[src/rtl/button_event_arbiter.sv]
// Shared-tick button debouncer feeding a round-robin press-event arbiter.
// Debounced rising edges are queued per button and offered one at a time over valid/ready.
module button_event_arbiter #(
    parameter  int N_BTN        = 4,
    parameter  int TICK_DIV     = 1024,
    parameter  int STABLE_TICKS = 4,
    localparam int ID_W         = $clog2(N_BTN)
) (
    input  logic             clk,
    input  logic             rst_n,
    input  logic [N_BTN-1:0] btn_raw,
    output logic [N_BTN-1:0] btn_level,
    output logic             evt_valid,
    output logic [ID_W-1:0]  evt_id,
    input  logic             evt_ready,
    output logic [N_BTN-1:0] overrun
);

    localparam int              DIV_W    = (TICK_DIV > 2) ? $clog2(TICK_DIV) : 1;
    localparam logic [DIV_W-1:0] DIV_LAST = DIV_W'(TICK_DIV - 1);
    localparam logic [3:0]      CNT_LAST = 4'(STABLE_TICKS - 1);

    typedef enum logic {S_IDLE, S_OFFER} state_t;

    state_t             state;
    logic [N_BTN-1:0]   sync_meta;
    logic [N_BTN-1:0]   sync;
    logic [DIV_W-1:0]   div_cnt;
    logic               tick;
    logic [3:0]         cnt [N_BTN];
    logic [N_BTN-1:0]   rise;
    logic [N_BTN-1:0]   pending;
    logic [N_BTN-1:0]   grant_mask;
    logic [ID_W-1:0]    rr_ptr;
    logic [ID_W-1:0]    cand;
    logic [ID_W-1:0]    sel_idx;
    logic               found;

    // Index arithmetic modulo N_BTN; N_BTN need not be a power of two.
    function automatic logic [ID_W-1:0] wrap_idx(input logic [ID_W-1:0] base, input int off);
        int s;
        s = int'(base) + off;
        if (s >= N_BTN) s -= N_BTN;
        return ID_W'(s);
    endfunction

    always_ff @(posedge clk) begin
        if (!rst_n) begin
            sync_meta <= '0;
            sync      <= '0;
        end else begin
            sync_meta <= btn_raw;
            sync      <= sync_meta;
        end
    end

    assign tick = (div_cnt == DIV_LAST);

    always_ff @(posedge clk) begin
        if (!rst_n)    div_cnt <= '0;
        else if (tick) div_cnt <= '0;
        else           div_cnt <= div_cnt + DIV_W'(1);
    end

    // A rise is the tick on which a low debounced level finally flips high.
    always_comb begin
        rise = '0;
        for (int i = 0; i < N_BTN; i++) begin
            rise[i] = tick && sync[i] && !btn_level[i] && (cnt[i] == CNT_LAST);
        end
    end

    always_ff @(posedge clk) begin
        if (!rst_n) begin
            btn_level <= '0;
            for (int i = 0; i < N_BTN; i++) cnt[i] <= '0;
        end else if (tick) begin
            for (int i = 0; i < N_BTN; i++) begin
                if (sync[i] == btn_level[i]) begin
                    cnt[i] <= '0;
                end else if (cnt[i] == CNT_LAST) begin
                    btn_level[i] <= sync[i];
                    cnt[i]       <= '0;
                end else begin
                    cnt[i] <= cnt[i] + 4'd1;
                end
            end
        end
    end

    always_comb begin
        found   = 1'b0;
        sel_idx = '0;
        cand    = '0;
        for (int k = 0; k < N_BTN; k++) begin
            cand = wrap_idx(rr_ptr, k);
            if (!found && pending[cand]) begin
                found   = 1'b1;
                sel_idx = cand;
            end
        end
    end

    assign grant_mask = (state == S_IDLE && found) ? ({{(N_BTN-1){1'b0}}, 1'b1} << sel_idx) : '0;

    // A new rise on the button being granted re-arms it rather than counting as lost.
    always_ff @(posedge clk) begin
        if (!rst_n) begin
            pending <= '0;
            overrun <= '0;
        end else begin
            pending <= (pending & ~grant_mask) | rise;
            overrun <= overrun | (rise & pending & ~grant_mask);
        end
    end

    // Handshake: evt_valid/evt_id stay frozen until a clk edge with evt_valid && evt_ready;
    // evt_valid drops on the next cycle, so at most one event transfers every two cycles.
    always_ff @(posedge clk) begin
        if (!rst_n) begin
            state     <= S_IDLE;
            evt_valid <= 1'b0;
            evt_id    <= '0;
            rr_ptr    <= '0;
        end else begin
            case (state)
                S_IDLE: begin
                    if (found) begin
                        evt_id    <= sel_idx;
                        evt_valid <= 1'b1;
                        state     <= S_OFFER;
                    end
                end
                S_OFFER: begin
                    if (evt_ready) begin
                        evt_valid <= 1'b0;
                        rr_ptr    <= wrap_idx(evt_id, 1);
                        state     <= S_IDLE;
                    end
                end
                default: state <= S_IDLE;
            endcase
        end
    end

endmodule

[config.mk]
export PLATFORM = sky130hd
export DESIGN_NAME = button_event_arbiter
export DESIGN_NICKNAME = d
export VERILOG_FILES = /design/src/rtl/button_event_arbiter.sv
export SDC_FILE = /design/constraint.sdc
export NUM_CORES = 1
export LEC_CHECK = 0
export CAP_MARGIN = 20
export CELL_PAD_IN_SITES_DETAIL_PLACEMENT = 0
export CELL_PAD_IN_SITES_GLOBAL_PLACEMENT = 1
export CORE_UTILIZATION = 40
export CTS_BUF_LIST = sky130_fd_sc_hd__clkbuf_4 sky130_fd_sc_hd__clkbuf_8 sky130_fd_sc_hd__clkbuf_16
export DETAILED_ROUTE_END_ITERATION = 10
export PLACE_DENSITY_LB_ADDON = 0.3
export SYNTH_ARGS = -nofsm -noshare
export SYNTH_HDL_FRONTEND = slang
export SYNTH_SLANG_ARGS = --single-unit
[constraint.sdc]
create_clock -name clk -period 1.6 [get_ports clk]
set_input_delay 0.16 -clock clk [delete_from_list [all_inputs] [get_ports clk]]
set_output_delay 0.16 -clock clk [all_outputs]
set_load 0.02 [all_outputs]
==> flow_results.org, run 1 <==
** Clock tree
- The clock passes through at most 2 buffers.
- TritonCTS built the clock tree.
- Clock latency on the worst-skew pair, taken at its later pin, is 310 ps.
- Deepest level of the CTS H-tree :: 2
- Clock-pin slew was measured on the worst setup and hold paths at 100 ps.
- CTS Hold Buffers Added :: 0
- Clock tree synthesis inserted a total of 5 buffers.
- The cell sitting at the root of the clock tree is a clkbuf_8.
- Counting every sink on the clock net gives 52.

** STA
- After layout, the worst setup slack is 21.4 ps.
- Counting I/O delays and the setup requirement, the final critical path takes 1580 ps.
- Setup violations remaining at the end of the flow were counted as 0.
- Final Max Slew Viols :: 0
- F_max :: 633 MHz
- Fraction of the cycle the final worst path needs :: 98.7%
- The worst pin sits at a relative slew slack of 78.9%.
- Worst Hold Margin :: 424 ps
- The final number of hold-violating endpoints was 0.
- Skew final :: 8.75 ps
- Unrepaired setup endpoints after global routing :: true
- Transition time at the pin with the least slew margin :: 313 ps

** Die
- Number of top-level pins :: 18
- Vertical extent of the die :: 76.5 um
- Area of the die :: 5850 um2
- Core Footprint :: 5240 um2
- The initial utilization of the core area, before any placement, comes to 42.4%.
- Row generation in the floorplan step produced 26 rows.
- Chip Width :: 76.5 um

** Drt
- In the routed layout, each cell is associated on average with a via count of 4.91.
- Metal1 wirelength :: 2150 um
- TritonRoute pass-1 iters :: 4
- Detailed routing placed a total of 129 um of wire on met3.
- Wirelength per Cell :: 12.5 um
- Wires add up to 4320 um.
- For this block, the via count after detailed routing is 1688.
- The highest metal layer carrying signal wires in the routed design is met4.
- For this block, the initial DRC count from the detailed router was 60.
- In the routed design, unresolved DRC markers number 0.
- Detail Route met2 WL :: 1980 um
- Post-DRT Antenna Nets :: 0

** Setup path
- Required time reported for the critical path endpoint :: 1770 ps
- Walking the worst path, the cells encountered are and4_4 -> nand4_4 -> or2_4 -> or3_4 -> nor2_1.
- Max FO, Critical Path :: 6
- WS Path Type :: flip-flop to flip-flop
- Delay contributed by the slowest stage of the critical path :: 410 ps
- The slowest stage of the critical path is the or3_4 cell.
- Worst Setup End Kind :: flip-flop
- Critical path startpoint category :: flip-flop
- Arrival @ worst endpoint :: 1750 ps

** Cells and area
- Highest-count cells in the layout ignoring fill and taps :: 32 x buf_4, 29 x nor2_1, 26 x dfxtp_1
- Total area of multi-input combinational cells :: 1050 um2
- The number of antenna diodes in the final layout is 0.
- The finished cells cover 2930 um2.
- Summing all flip-flop and latch instances after layout gives 1220 um2.
- Final Net Count :: 285
- Relative to the synthesized area, the layout overhead comes to 32.1%.
- Leading cell type in the layout, fill and taps excluded :: buf_4
- In the final layout, the share of cells above drive strength 1 is 27.0%.
- Number of inserted filler cells in the final layout :: 456

** GRT
- Largest net degree at the start of global routing :: 17
- The number of antenna violations at the first check in global routing came to 0.
- GR Overflow Total :: 0
- Global routing consumed, over all layers together, 16.3% of the routing resources.
- Via count of the first global-routing pass :: 1659
- First-pass GRT wire length :: 7450 um

** Logic synthesis
- Summed over its instances, the top area cell type makes up 32.5% of the synthesized netlist area.
- Syn Nets :: 232
- Simple-gate share of the synthesized area :: 23.3%
- Synth Area in Compound Gates :: 8.18%
- Dominant combinational cell family by area after synthesis :: simple AND/OR/NAND/NOR gates
- Ranked by total cell area, the synthesized netlist is headed by dfxtp_1 32%, edfxtp_1 22%, nor2_1 5.9%, xor2_1 4.7%, xnor2_1 3.2%.
- Part of the Yosys area used for sequential elements :: 54.1%
- A synthesized cell averages 10.1 um2.
- After synthesis, the share of flip-flops with an asynchronous set or reset is 0%.
- After technology mapping, the gate count stands at 220.
- Post-synthesis adder-cell area fraction :: 2.82%
- Number of distinct library cells after synthesis :: 41
- During synthesis, Yosys emitted a total of 0 warnings.
- Cell taking the most area after synthesis :: dfxtp_1
- After Yosys synthesis, XOR and XNOR cells account for 7.90% of the synthesized area.
- In this run, synthesis produced a sequential element count of 52.
- Synth Flop Type :: dfxtp_1
- Post-synth EDFFs :: 16
- The portion of synthesized area spent on multiplexers is 1.35%.
- Mapped Area :: 2220 um2

** Placement
- DP HPWL :: 3070 um
- Weighted congestion reported at the end of routability-driven placement :: 0.699
- Post-Place Worst Slack :: -124 ps
- Port buffering added 17 buffers.
- Summing all placed instances gives a cell area of 2700 um2.

** Power
- Leakage :: 1.14 nW
- Post-layout total power :: 2.37 mW
- Cell Pwr Density :: 807 nW/um2
- Largest vdd supply drop :: 0.534 mV

** Min path
- Class of the tightest hold or removal check :: primary input to flip-flop

** Outcome
- Status :: completed

** Run
- Number of max-capacitance violations reported :: 0
==> state kept, by name, indices dropped and copies added, names as in the netlist, 4 cells and up <==
| register | count |
|---|---|
| div_cnt | 10 |
| overrun | 4 |
| cnt | 16 |
| pending | 4 |
| btn_level | 4 |
| sync | 4 |
| sync_meta | 4 |
==> cells in the mapped netlist (2+ instances only) <==
cell	n
dfxtp_1	36
nor2_1	35
edfxtp_1	16
nand2_1	15
xor2_1	12
nand3_1	11
a21oi_1	8
and2_1	8
xnor2_1	8
inv_1	7
o21ai_0	7
ha_1	5
and3_1	4
clkbuf_1	3
mux2i_1	3
nand3b_1	3
nor2b_1	3
nor3b_1	3
o21a_1	3
o31ai_1	3
or3_4	3
nand4_1	2
nand4b_1	2
nor3_1	2
o22ai_1	2
==> timing repair <==
item / 4_1_cts / 5_1_grt
setup endpoints to repair: 13 / 25
endpoints found under the hold margin: 0 / 0
gates resized for setup: 15 / 17
buffers inserted: 3 / 2
pin swaps: 10 / 7
==> kinds of logic after synthesis <==
logic type                 after synthesis
muxes                                    3
AOI/OAI and AO/OA                       29
buffers and inverters                   13
DFF                                     52
xor gates and xnor gates                20
and+or+nand+nor                         98
adders and majority gates                5
==> layout make-up <==
class                      count  share of cell area [%]
clock buffer                   6                    3.20
sequential                    52                    41.5
timing repair buffer          51                    15.2
tap                           70                    2.99
multi-input combinational    155                    35.7
inverter                       8                    1.02
clock inverter                 2                   0.427
==> critical path, delay by kind of cell (launching register included) <==
kind          cells  cell delay, ps
flops             1             340
simple gates      5            1110
==> worst paths after layout <==
| kind | start | slack (ps) | to | cells after the start |
|---|---|---|---|---|
| min reg2reg | sync_meta[3]$_SDFF_PN0_ | 440 | sync[3]$_SDFF_PN0_ | 1 |
| min | btn_raw[1] | 420 | sync_meta[1]$_SDFF_PN0_ | 2 |
| max | div_cnt[3]$_SDFF_PP0_ | 20 | cnt[1][0]$_SDFFCE_PN0P_ | 5 |
| max reg2reg | div_cnt[3]$_SDFF_PP0_ | 20 | cnt[1][0]$_SDFFCE_PN0P_ | 5 |
==> power breakdown <==
| group | internal [mW] | total [mW] | switching (mW) | leakage, nW |
|---|---|---|---|---|
| sequential | 1.38 | 1.40 | 0.0190 | 0.464 |
| combinational | 0.0622 | 0.117 | 0.0551 | 0.618 |
| clock | 0.401 | 0.848 | 0.446 | 0.0540 |
==> layer usage <==
layer,GRT usage [%],vias to the layer above
li1,-,867
met1,21.0,790
met2,26.3,26
met3,3.95,5
met4,6.35,0
met5,0,-
==> stage by stage <==
stage	utilization (%)	TNS, ps	instances
floorplan	-	0	220
global placement	51.5	-720	332
detailed placement	51.5	-1070	332
CTS	54.5	-38.5	342
global route	56.0	-151	344
finish	56.0	0	344
Power figures use the tool's default switching activity.
==> run 2, diff against run 1 <==
- SLEW_MARGIN: unset -> 20
==> results of run 2 <==
Final layout, timing and power as in run 1 (identical DEF).
==> run 3, diff against run 2 <==
- CELL_PAD_IN_SITES_DETAIL_PLACEMENT: 0 -> unset
- CELL_PAD_IN_SITES_GLOBAL_PLACEMENT: 1 -> unset
- CORE_UTILIZATION: 40 -> 51
==> run 3 against run 2 <==
  * The run now ends with setup timing left
  * Global-route usage increased by 4.4 points
  * Hold slack got worse by 2.7 ps
  * Routed wire length increased by 4.7%
  * Setup slack got worse by 35 ps
  * Sequential cell count unchanged
  * Largest cell class unchanged
  * Largest power group unchanged
==> flow_results.org, run 3 (synthesis results as in run 1) <==
** Power
- The worst-case IR drop observed on VDD is 0.663 mV.
- Internal power summed over all cells :: 1.85 mW
- Switching power summed over all nets :: 0.504 mW
- Cell Pwr Density :: 804 nW/um2
- The share of total power dissipated in sequential elements is 59.7%.
- The clock network accounts for 35.0% of the total power.
- Combinational logic is responsible for 5.3% of the overall power.
- Net switching is 21.4% of the power.
- Leakage :: 1.11 nW

** Cells and area
- 0 antenna diodes ended up in the layout.
- Final Net Count :: 285
- After filler insertion, the fill cell instance count of the layout stands at 303.
- In the final layout, the registers with the most flip-flops are cnt x16, div_cnt x10.
- More flip-flops sit in one register than any other, and that register is cnt.
- Summing all multi-input logic gate instances after layout gives 1070 um2.
- Area used by sequential logic in the layout :: 1220 um2
- Compared with the post-synthesis result, the final layout area differs by 31.8%.
- The post-route netlist has 29.2% of its cells at a drive strength greater than 1.
- Number of flip-flops under the largest register name :: 16
- Leading cell type in the layout, fill and taps excluded :: buf_4
- Number of non-filler instances in the completed layout :: 324
- Highest-count cells in the layout ignoring fill and taps :: 33 x buf_4, 26 x dfxtp_1, 23 x nor2_1

** Drt
- Mean number of vias per cell :: 5.27
- Post-DRT Antenna Nets :: 0
- Wires add up to 4520 um.
- TritonRoute pass-1 iters :: 4
- After detailed routing, the average wire length per cell comes to 13.9 um.
- The final route contains 1706 vias.
- First DRT Iteration DRCs :: 100
- Drc violations :: 0

** Setup path
- The critical path in this run is classified as flip-flop to flip-flop.
- Arrival @ worst endpoint :: 1790 ps
- Max FO, Critical Path :: 6
- Startpoint of the most critical register-to-register path :: div_cnt[2]$_SDFF_PP0_
- STA classifies the critical path endpoint as a flip-flop.
- Data on the critical path is required at its endpoint by 1770 ps.
- Critical path startpoint category :: flip-flop
- Worst setup path startpoint :: div_cnt[2]$_SDFF_PP0_

** Placement
- Placed cells :: 312
- Weighted congestion reported at the end of routability-driven placement :: 0.783
- DP HPWL :: 2960 um
- Number of buffers inserted by port buffering :: 17

** STA
- For the final routed database, the setup TNS stands at -13.8 ps.
- Fraction of the cycle the final worst path needs :: 101%
- Final Max Slew Viols :: 0
- In this run the tightest slew margin relative to its limit is 79.1%.
- Count of final hold-check violations :: 0
- Setup repair after global routing could not meet its margin everywhere.
- Setup-violating endpoint count in the final report :: 1
- Final period demand of the worst path :: 1610 ps
- Final WS setup :: -13.8 ps
- Transition time at the pin with the least slew margin :: 312 ps
- F_max :: 620 MHz
- Skew final :: 6.96 ps

** Outcome
- The final reports fail on setup timing.
- The run finished, with violations left.

** Die
- The core region is 4090 um2.
- The initial utilization of the core area, before any placement, comes to 54.3%.
- Vertical extent of the die :: 68.0 um
- Number of top-level pins :: 18
- Chip Width :: 68.0 um
- The floorplan has 23 rows.
- The floorplan step defined a die boundary enclosing 4620 um2.

** GRT
- The number of antenna violations at the first check in global routing was 0.
- First-pass GRT wire length :: 7090 um
- Via count of the first global-routing pass :: 1622
- For this run, the total global-route usage over all layers was measured as 20.7%.
- For this run the aggregate overflow at the end of global routing stands at 0.
- Largest net degree at the start of global routing :: 21

** Clock tree
- Clock-pin slew was measured on the worst setup and hold paths at 90 ps.
- CTS Root Buffer Type :: clkbuf_8
- Deepest level of the CTS H-tree :: 2
- Counting along the longest clock path gives a buffer depth of 2.
- TritonCTS built the clock tree.
- Clock sinks :: 52
- Clock latency on the worst-skew pair :: 310 ps
- Buffers inserted during clock tree synthesis total 5.

** Run
- Number of max-capacitance violations reported :: 0

** Min path
- Class of the tightest hold or removal check :: primary input to flip-flop
- The startpoint identified for the worst hold timing path is btn_raw[1].
-- run 3: layout make-up --
cell class | instances | share of cell area [%]
clock buffers | 6 | 3.21
clock inverters | 2 | 0.428
inverters | 8 | 1.03
multi-input cells | 155 | 36.6
flip-flops and latches | 52 | 41.6
well taps | 50 | 2.14
repair buffers | 51 | 15.0
-- run 3: worst max-delay path: stages, from the launching register on --
cell	delay [ps]
dfxtp_2	340
and4_4	240
nand4_4	80
or2_4	280
or3_4	420
nor2_2	120
-- run 3: timing repair --
| item | in CTS | in global routing |
|---|---|---|
| hold buffers | 0 | 0 |
| buffers inserted | 2 | 3 |
| pin swaps | 7 | 15 |
| setup endpoints to repair | 12 | 19 |
| resized for setup | 9 | 28 |
-- run 3: worst paths after layout --
path | end | slack (ps) | cells after the start
max | cnt[1][3]$_SDFFCE_PN0P_ | -10 | 5
min | sync_meta[1]$_SDFF_PN0_ | 420 | 2
max reg2reg | cnt[1][3]$_SDFFCE_PN0P_ | -10 | 5
min reg2reg | sync[2]$_SDFF_PN0_ | 440 | 1
-- run 3: metrics by stage --
| stage | cell area [um2] | power [mW] | setup slack (ps) | hold WS, ps | utilization, % |
|---|---|---|---|---|---|
| floorplan | 2220 | 1.49 | 6.71 | 287 | - |
| detailed placement | 2670 | 1.55 | -106 | 424 | 65.3 |
| CTS | 2820 | 2.36 | -13.6 | 415 | 69.0 |
| finish | 2920 | 2.35 | -13.8 | 421 | 71.6 |
| global route | 2920 | 2.44 | -64.4 | 426 | 71.6 |
| global placement | 2670 | 1.54 | -60.8 | 415 | 65.3 |
-- run 3: routing by layer --
metal,vias to the layer above,track usage [%],share of wire [%]
met2,35,34.7,50
li1,871,-,-
met3,6,4.50,3.3
met4,0,6.51,1.1
met1,794,26.3,46
met5,-,0,0
-- run 3: power by group through the flow --
| stage | combinational, mW | sequential (mW) | clock [mW] |
|---|---|---|---|
| 2_1_floorplan | 0.0553 | 1.43 | 0 |
| 3_3_place_gp | 0.110 | 1.43 | 0 |
| 3_5_place_dp | 0.112 | 1.43 | 0 |
| 4_1_cts | 0.115 | 1.40 | 0.845 |
| 5_1_grt | 0.138 | 1.41 | 0.890 |
| 6_report | 0.124 | 1.40 | 0.823 |
